--- src/rtl/rf_writeback_queue.sv ---
// -----------------------------------------------------------------------------
// rf_writeback_queue
//
// Write-side initiator for the 8x16 register file. Writeback results are
// buffered in an in-order FIFO and drained into the RF at most one write per
// cycle. Decode can read values that are still queued through a two-port
// bypass, so it never sees a stale RF value for a register with a pending
// write.
//
// Ports
//   clk       rising-edge clock
//   resetn    synchronous, active-low reset
//   in_valid  writeback request valid
//   in_ready  queue can accept this cycle (state only: !full)
//   in_addr   destination register of the request
//   in_data   result value of the request
//   rd_addr   decode read pair {A,B}, A in the upper ADDR_W bits
//   rd_hit    {hitA,hitB}: the newest value of that register is queued
//   rd_data   {bypassA,bypassB}; a half reads 0 when its hit bit is 0
//   rf_stall  hold RF writes (head is not popped)
//   rf_we     RF write enable; the RF loads rf_din at this clock edge
//   rf_waddr  RF write address (head entry, 0 when empty)
//   rf_din    RF write data (head entry, 0 when empty)
//   count     occupancy, 0..DEPTH
//   empty     count == 0
//   full      count == DEPTH
// -----------------------------------------------------------------------------
module rf_writeback_queue #(
   parameter int DEPTH  = 4,   // power of two, >= 2
   parameter int DATA_W = 16,
   parameter int ADDR_W = 3
) (
   input  logic                     clk,
   input  logic                     resetn,
   input  logic                     in_valid,
   output logic                     in_ready,
   input  logic [ADDR_W-1:0]        in_addr,
   input  logic [DATA_W-1:0]        in_data,
   input  logic [2*ADDR_W-1:0]      rd_addr,
   output logic [1:0]               rd_hit,
   output logic [2*DATA_W-1:0]      rd_data,
   input  logic                     rf_stall,
   output logic                     rf_we,
   output logic [ADDR_W-1:0]        rf_waddr,
   output logic [DATA_W-1:0]        rf_din,
   output logic [$clog2(DEPTH):0]   count,
   output logic                     empty,
   output logic                     full
);

   localparam int PTR_W = $clog2(DEPTH);
   localparam int CNT_W = PTR_W + 1;

   // ------------------------------------------------------------------
   // State
   // ------------------------------------------------------------------
   logic [PTR_W-1:0]  wr_ptr_reg, wr_ptr_next;
   logic [PTR_W-1:0]  rd_ptr_reg, rd_ptr_next;
   logic [CNT_W-1:0]  count_reg,  count_next;
   // One valid bit per slot: set on push, cleared on pop. Reset clears
   // these instead of touching the storage arrays.
   logic [DEPTH-1:0]  valid_reg,  valid_next;

   logic [ADDR_W-1:0] addr_mem [DEPTH];
   logic [DATA_W-1:0] data_mem [DEPTH];

   logic push;
   logic pop;
   logic empty_int;
   logic full_int;

   // ------------------------------------------------------------------
   // Status and handshake
   // ------------------------------------------------------------------
   assign empty_int = (count_reg == '0);
   assign full_int  = (count_reg == CNT_W'(DEPTH));

   // in_ready looks at state only; a pop in the same cycle does not open
   // a slot for a push while full.
   assign in_ready = !full_int;
   assign push     = in_valid && !full_int;
   assign pop      = !empty_int && !rf_stall;

   assign count = count_reg;
   assign empty = empty_int;
   assign full  = full_int;

   // ------------------------------------------------------------------
   // RF write port: head entry, forced to zero while empty so the RF side
   // never sees stale slot contents.
   // ------------------------------------------------------------------
   assign rf_we    = pop;
   assign rf_waddr = empty_int ? '0 : addr_mem[rd_ptr_reg];
   assign rf_din   = empty_int ? '0 : data_mem[rd_ptr_reg];

   // ------------------------------------------------------------------
   // Next-state logic
   // ------------------------------------------------------------------
   always_comb begin
      wr_ptr_next = wr_ptr_reg;
      rd_ptr_next = rd_ptr_reg;
      count_next  = count_reg;
      valid_next  = valid_reg;

      // DEPTH is a power of two, so the pointers wrap naturally.
      if (push) begin
         wr_ptr_next = wr_ptr_reg + PTR_W'(1);
      end
      if (pop) begin
         rd_ptr_next = rd_ptr_reg + PTR_W'(1);
      end

      case ({push, pop})
         2'b10:   count_next = count_reg + CNT_W'(1);
         2'b01:   count_next = count_reg - CNT_W'(1);
         default: count_next = count_reg;
      endcase

      // A push never lands on the slot being popped: push needs !full,
      // pop needs !empty, so wr_ptr != rd_ptr or the slot is free.
      if (pop) begin
         valid_next[rd_ptr_reg] = 1'b0;
      end
      if (push) begin
         valid_next[wr_ptr_reg] = 1'b1;
      end
   end

   // ------------------------------------------------------------------
   // Control registers (reset)
   // ------------------------------------------------------------------
   always_ff @(posedge clk) begin
      if (!resetn) begin
         wr_ptr_reg <= '0;
         rd_ptr_reg <= '0;
         count_reg  <= '0;
         valid_reg  <= '0;
      end else begin
         wr_ptr_reg <= wr_ptr_next;
         rd_ptr_reg <= rd_ptr_next;
         count_reg  <= count_next;
         valid_reg  <= valid_next;
      end
   end

   // ------------------------------------------------------------------
   // Entry storage (no reset; slot contents are qualified by valid_reg).
   // Writes are suppressed during reset so a request presented in the
   // reset cycle leaves no trace.
   // ------------------------------------------------------------------
   always_ff @(posedge clk) begin
      if (resetn && push) begin
         addr_mem[wr_ptr_reg] <= in_addr;
         data_mem[wr_ptr_reg] <= in_data;
      end
   end

   // ------------------------------------------------------------------
   // Bypass: one search per read half. Entries are visited from oldest
   // (rd_ptr) to youngest, so a later match overrides an earlier one and
   // the youngest matching value wins. The head is still searched while it
   // is being written because the RF only updates at the edge. The
   // incoming in_* request is deliberately not searched.
   // ------------------------------------------------------------------
   for (genvar gi = 0; gi < 2; gi++) begin : g_bypass
      logic [ADDR_W-1:0] sel_addr;
      logic              hit;
      logic [DATA_W-1:0] hit_data;
      logic [PTR_W-1:0]  idx;

      assign sel_addr = rd_addr[gi*ADDR_W +: ADDR_W];

      always_comb begin
         hit      = 1'b0;
         hit_data = '0;
         idx      = rd_ptr_reg;
         for (int i = 0; i < DEPTH; i++) begin
            idx = rd_ptr_reg + PTR_W'(i);
            if (valid_reg[idx] && (addr_mem[idx] == sel_addr)) begin
               hit      = 1'b1;
               hit_data = data_mem[idx];
            end
         end
      end

      assign rd_hit[gi]                    = hit;
      assign rd_data[gi*DATA_W +: DATA_W]  = hit_data;
   end

endmodule

--- config.mk ---
export PLATFORM = sky130hd
export DESIGN_NAME = rf_writeback_queue
export DESIGN_NICKNAME = d
export VERILOG_FILES = /design/src/rtl/rf_writeback_queue.sv
export SDC_FILE = /design/constraint.sdc
export NUM_CORES = 1
export LEC_CHECK = 0
export CAP_MARGIN = 20
export CELL_PAD_IN_SITES_DETAIL_PLACEMENT = 1
export CELL_PAD_IN_SITES_GLOBAL_PLACEMENT = 2
export CORE_MARGIN = 2
export CORE_UTILIZATION = 34
export CTS_CLUSTER_SIZE = 40
export DETAILED_ROUTE_END_ITERATION = 7
export PLACE_DENSITY_LB_ADDON = 0.1
export SYNTH_ARGS = -nofsm -noshare
export SYNTH_HDL_FRONTEND = slang
export SYNTH_SLANG_ARGS = --single-unit
export TNS_END_PERCENT = 10
--- constraint.sdc ---
create_clock -name clk -period 4.7 [get_ports clk]
set_input_delay 0.94 -clock clk [delete_from_list [all_inputs] [get_ports clk]]
set_output_delay 0.94 -clock clk [all_outputs]
set_load 0.03 [all_outputs]
==> flow_summary.yaml, run 1 <==
status:
  status: "finished, final reports clean"
final_layout:
  drive_above_1_share_pct: 34.0
  n_antenna_cell: 0
  fin_nets: 661
  multi_input_area_mm2: 0.00419
  mostFrequentLayoutCells: "80 x mux4_2, 76 x edfxtp_1, 72 x nand2_1"
  seq_area_mm2: 0.00255
  final_common_cell: "mux4_2"
  areaGrowthSynthToFinish_pct: 27.6
  fillers: 2049
  largest_reg_flops: 64
clocking:
  cts_resized: 0
  cts_max_path_buffers: 2
  cts_buffers: 9
  clk_latency_ns: 0.34
  clock-sinks: 89
  clk_pin_slew_ns: 0.06
  h-tree-depth: 3
  cts_tree: "done"
  cts_setup_buffers: 0
  cts_hold_buf: 0
  cts_root_buffer: "clkbuf_16"
yosys:
  ys_types: 36
  synth-seq-cells: 89
  synth.cell_area_mm2: 0.00671
  synth-main-ff-cell: "edfxtp_1"
  synth_cells: 549
  yosysWarnings: 0
  ys_seq_area_share_pct: 37.9
  syn-num-nets: 588
  synth_edf_count: 76
  async_reset_ff_share_pct: 0
  avgSynthCellArea_um2: 12.2
floorplan:
  ios: 89
  die_area_mm2: 0.0209
  design.core.area_mm2: 0.0194
  fp.dieH_um: 144
  row_count: 51
  dieWidth_um: 144
  initial_core_util_pct: 34.6
setup_path:
  start_kind: "register"
  crit_type: "register to output pin"
  crit_fanout: 10
  cp-end-kind: "output pin"
  arrival_ns: 3.62
  r2r_slack_ns: 2.29
  worstPathRequired_ns: 3.76
  rr_worst_depth: 4
drt:
  drtAntennaViolNets: 0
  vias_per_cell: 5.97
  totalWireLength_um: 22000
  avgRoutedWirePerCell_um: 24.6
  drc: 0
  vias: 5328
  dr.pass1.iters: 5
  drt_iter0_drc: 521
timing:
  clock.fmax_ghz: 0.219
  slew_headroom_pct: 27.1
  skew_ns: 0.00713
  worst_pin_slew_ns: 1.09
  layout_setup_ws_ns: 0.142
  drv_slew: 0
  setup_tns_ns: 0
  rsz0062_at_grt: "yes"
  final.period_utilization_pct: 97.0
  period_minus_slack_ns: 4.56
  hold_viol: 0
  setup_viol: 0
power_and_ir_drop:
  power_density_mw_per_mm2: 541
  power_mw: 4.63
  p_leak_nw: 2.64
  ir_drop_v: 0.000386
place:
  dpl_worst_slack_ns: 0.302
  dp_hpwl_um: 16700
  gp_congestion: 0.838
  portBuffers: 88
min_path:
  whs_path_depth: 2
  hold_class: "register to register"
global_routing:
  grt_pass1_vias: 5185
  grt_remaining_overflow: 0
  grt_pass1_wl_um: 32900
  grt_max_degree: 38
  antenna_found_initial: 0
  track_usage_pct: 21.3
job:
  drv_cap: 0
kinds of logic after synthesis:
kind of cell	count (synthesis)	synth area share (%)
XOR/XNOR	28	3.77
flip-flops	89	37.9
AO/OA/AOI/OAI	75	9.92
multiplexers	80	26.9
buffers and inverters	65	4.42
adder cells (fa/ha/maj)	10	1.98
AND/OR/NAND/NOR	202	15.1
where the power goes:
group | switching, mW | leakage (nW) | internal (mW)
combinational | 1.72 | 1.70 | 1.25
clock | 0.271 | 0.136 | 0.407
sequential | 0.0609 | 0.797 | 0.928
total | 2.05 | 2.64 | 2.58
layout make-up:
type	instances	share of cell area, %
flip-flops and latches	89	29.8
inverters	10	0.439
clock inverters	6	0.687
repair buffers	117	13.6
well taps	265	3.87
clock buffers	10	2.68
multi-input cells	395	48.9
synthesized netlist by cell type (10+ instances only):
master / n / area share [%]
mux4_2: 80 / 27
edfxtp_1: 76 / 34
nand2_1: 72 / 4.0
nor4_1: 48 / 4.5
nor2_1: 34 / 1.9
o31ai_1: 32 / 3.6
clkbuf_1: 29 / 1.6
nor2b_1: 23 / 2.1
xnor2_1: 18 / 2.4
buf_2: 15 / 1.1
dfxtp_1: 13 / 3.9
inv_1: 10 / 0.56
per-stage QoR:
stage | util (%) | instance area [um2] | instances | hold WS, ns
floorplan | - | 7000 | 549 | 0.532
CTS | 43.8 | 8500 | 891 | 0.553
detailed placement | 42.3 | 8210 | 875 | 0.545
finish | 44.1 | 8560 | 892 | 0.558
global route | 44.1 | 8560 | 892 | 0.578
global placement | 42.3 | 8210 | 875 | 0.533
layer usage:
layer	up-vias	GRT usage [%]	part of all wire, %
met1	2783	31.4	46
met3	17	2.95	4.8
met5	-	0	0
met4	0	4.04	1.3
li1	2351	-	-
met2	177	34.0	47
critical path: stages (launching register included):
cell      delay, ns
dfxtp_4        0.34
inv_1          0.07
ha_2           0.45
mux4_2         0.62
xor2_1         0.20
or4b_1         0.72
buf_4          0.28
a211oi_2       0.30
o31ai_2        0.13
buf_12         0.16
worst paths after layout:
kind                              startpoint                        to
setup / recovery  rd_ptr_reg[0]$_SDFFE_PN0N_               rd_data[26]
hold / removal         count[2]$_SDFFE_PN0P_     count[2]$_SDFFE_PN0P_
setup reg to reg       count[0]$_SDFFE_PN0P_  data_mem[2][5]$_DFFE_PP_
hold reg to reg        count[2]$_SDFFE_PN0P_     count[2]$_SDFFE_PN0P_
Note: power is estimated with default switching activity, not from simulation.
==> run 2: changes to the inputs <==
- CORE_UTILIZATION: 34 -> 35
- CTS_BUF_LIST: not set -> sky130_fd_sc_hd__clkbuf_4 sky130_fd_sc_hd__clkbuf_8
- CTS_CLUSTER_SIZE: 40 -> 25
==> run 2 against run 1 <==
  * Wire length decreased by 3.3%
  * Non-clock buffer count increased by 6
  * Critical path depth shrank 1
  * Register-to-register slack hardly changed
  * Critical endpoint is now rd_hit[1]
  * Highest routed layer is now met5
==> flow_summary.yaml, run 2 (synthesized netlist as in run 1, its figures left out) <==
power_and_ir_drop:
  power_frac_comb_pct: 66.3
  p_leak_nw: 2.59
  internal-power_mw: 2.41
  power_mw: 4.41
  p_clk_share_pct: 11.4
  p_seq_share_pct: 22.3
  power_density_mw_per_mm2: 527
  p_sw_share_pct: 45.5
  ir_drop_v: 0.000328
  p_switching_mw: 2.00
global_routing:
  grt_pass1_wl_um: 32000
  track_usage_pct: 21.1
  grt_remaining_overflow: 0
  antenna_found_initial: 1
  grt_max_degree: 34
  grt_pass1_vias: 5313
setup_path:
  rr_worst_depth: 10
  cp-end-kind: "output pin"
  arrival_ns: 3.57
  slowest_stage: "mux4_2"
  crit_fanout: 25
  cp_cell_sequence: "inv_1 -> ha_2 -> buf_4 -> mux4_2 -> and4_1 -> nor3_1 -> nand2_1 -> clkdlybuf4s50_1"
  worstPathRequired_ns: 3.76
  slowest_delay_ns: 0.63
  start_kind: "register"
  crit_type: "register to output pin"
clocking:
  h-tree-depth: 3
  clock-sinks: 89
  cts_root_buffer: "clkbuf_8"
  clk_pin_slew_ns: 0.09
  cts_max_path_buffers: 2
  cts_buffers: 9
  cts_tree: "done"
  clk_latency_ns: 0.35
floorplan:
  ios: 89
  design.core.area_mm2: 0.0188
  fp.dieH_um: 142
  row_count: 50
  dieWidth_um: 142
  initial_core_util_pct: 35.7
  die_area_mm2: 0.0203
job:
  drv_cap: 0
timing:
  worst_pin_slew_ns: 0.697
  setup_tns_ns: 0
  drv_slew: 0
  period_minus_slack_ns: 4.51
  clock.fmax_ghz: 0.222
  slew_headroom_pct: 53.5
  final.period_utilization_pct: 96.0
  rsz0062_at_grt: "no"
  skew_ns: 0.0143
  hold_viol: 0
  setup_viol: 0
final_layout:
  final_cell_count_no_fill: 867
  areaGrowthSynthToFinish_pct: 24.9
  largest_reg_flops: 64
  mostFrequentLayoutCells: "80 x mux4_2, 76 x edfxtp_1, 72 x nand2_1"
  utilization_pct: 44.6
  n_antenna_cell: 0
  fin_nets: 667
  final_common_cell: "mux4_2"
  drive_above_1_share_pct: 34.4
drt:
  drc: 0
  drt_iter0_drc: 460
  avgRoutedWirePerCell_um: 24.5
  totalWireLength_um: 21200
  drtAntennaViolNets: 0
  vias_per_cell: 6.05
  vias: 5249
  dr.pass1.iters: 5
min_path:
  whs_path_depth: 2
  hold_class: "register to register"
status:
  status: "finished, final reports clean"
place:
  gp_congestion: 0.870
  dp.cells: 850
  dp_hpwl_um: 16600
  portBuffers: 88
## run 2: cell types whose count changed in the layout (fill, tap and decap cells not counted), moves of 2 or more
cell,before,now
buf_4,50,60
clkbuf_16,9,0
clkbuf_8,0,9
buf_12,10,3
a311oi_1,4,7
a311oi_2,12,9
buf_8,0,3
or4b_1,2,0
or4b_4,0,2
## run 2: worst paths after layout
path                         startpoint                    end  slack, ns
max          rd_ptr_reg[0]$_SDFFE_PN0N_              rd_hit[1]       0.19
max reg2reg       count[0]$_SDFFE_PN0P_  count[2]$_SDFFE_PN0P_       2.30
min reg2reg       count[2]$_SDFFE_PN0P_  count[2]$_SDFFE_PN0P_       0.55
min               count[2]$_SDFFE_PN0P_  count[2]$_SDFFE_PN0P_       0.55
## run 2: power groups by stage
stage               Clock [mW]  Combinational (mW)  Sequential (mW)
floorplan                    0                1.98            0.992
global placement             0                2.90            0.995
detailed placement           0                2.93             1.00
CTS                      0.519                2.93            0.984
global route             0.546                3.11            0.994
finish                   0.503                2.92            0.983
## run 2: final cells by class
class	count	area (um2)
fill	1981	10400
inverter	10	37.5
multi-input combinational	395	4170
sequential	89	2550
tap	234	293
clock buffer	10	131
timing repair buffer	123	1140
clock inverter	6	58.8
## run 2: metrics by stage
step                      cell area (um2)  setup slack (ns)  hold WS, ns
after CTS                            8360             0.102        0.561
final                                8380             0.186        0.554
after global placement               8110             0.307        0.534
after detailed placement             8160             0.271        0.550
after floorplan                      7000            0.0308        0.532
after global routing                 8380           0.00432        0.598
## run 2: per-layer routing
layer	vias up	routed length (um)	GRT usage [%]
met5	-	13	0
met4	2	304	5.05
met3	21	1120	3.53
met2	165	9790	32.6
met1	2705	10000	31.2
li1	2356	-	-
## run 2: worst max-delay path, delay by kind of cell (launching register included)
family        cells  cell delay [ns]
fa+ha+maj         1             0.45
flops             1             0.36
mux               1             0.63
simple gates      3             0.68
buf+inv           3             1.09
## run 2: repair_timing
item | CTS | global route
gates cloned | 0 | 0
setup endpoints to repair | 8 | 1
hold buffers | 0 | 0
buffers inserted | 0 | 0
pin swaps | 0 | 0
resized for setup | 1 | 1
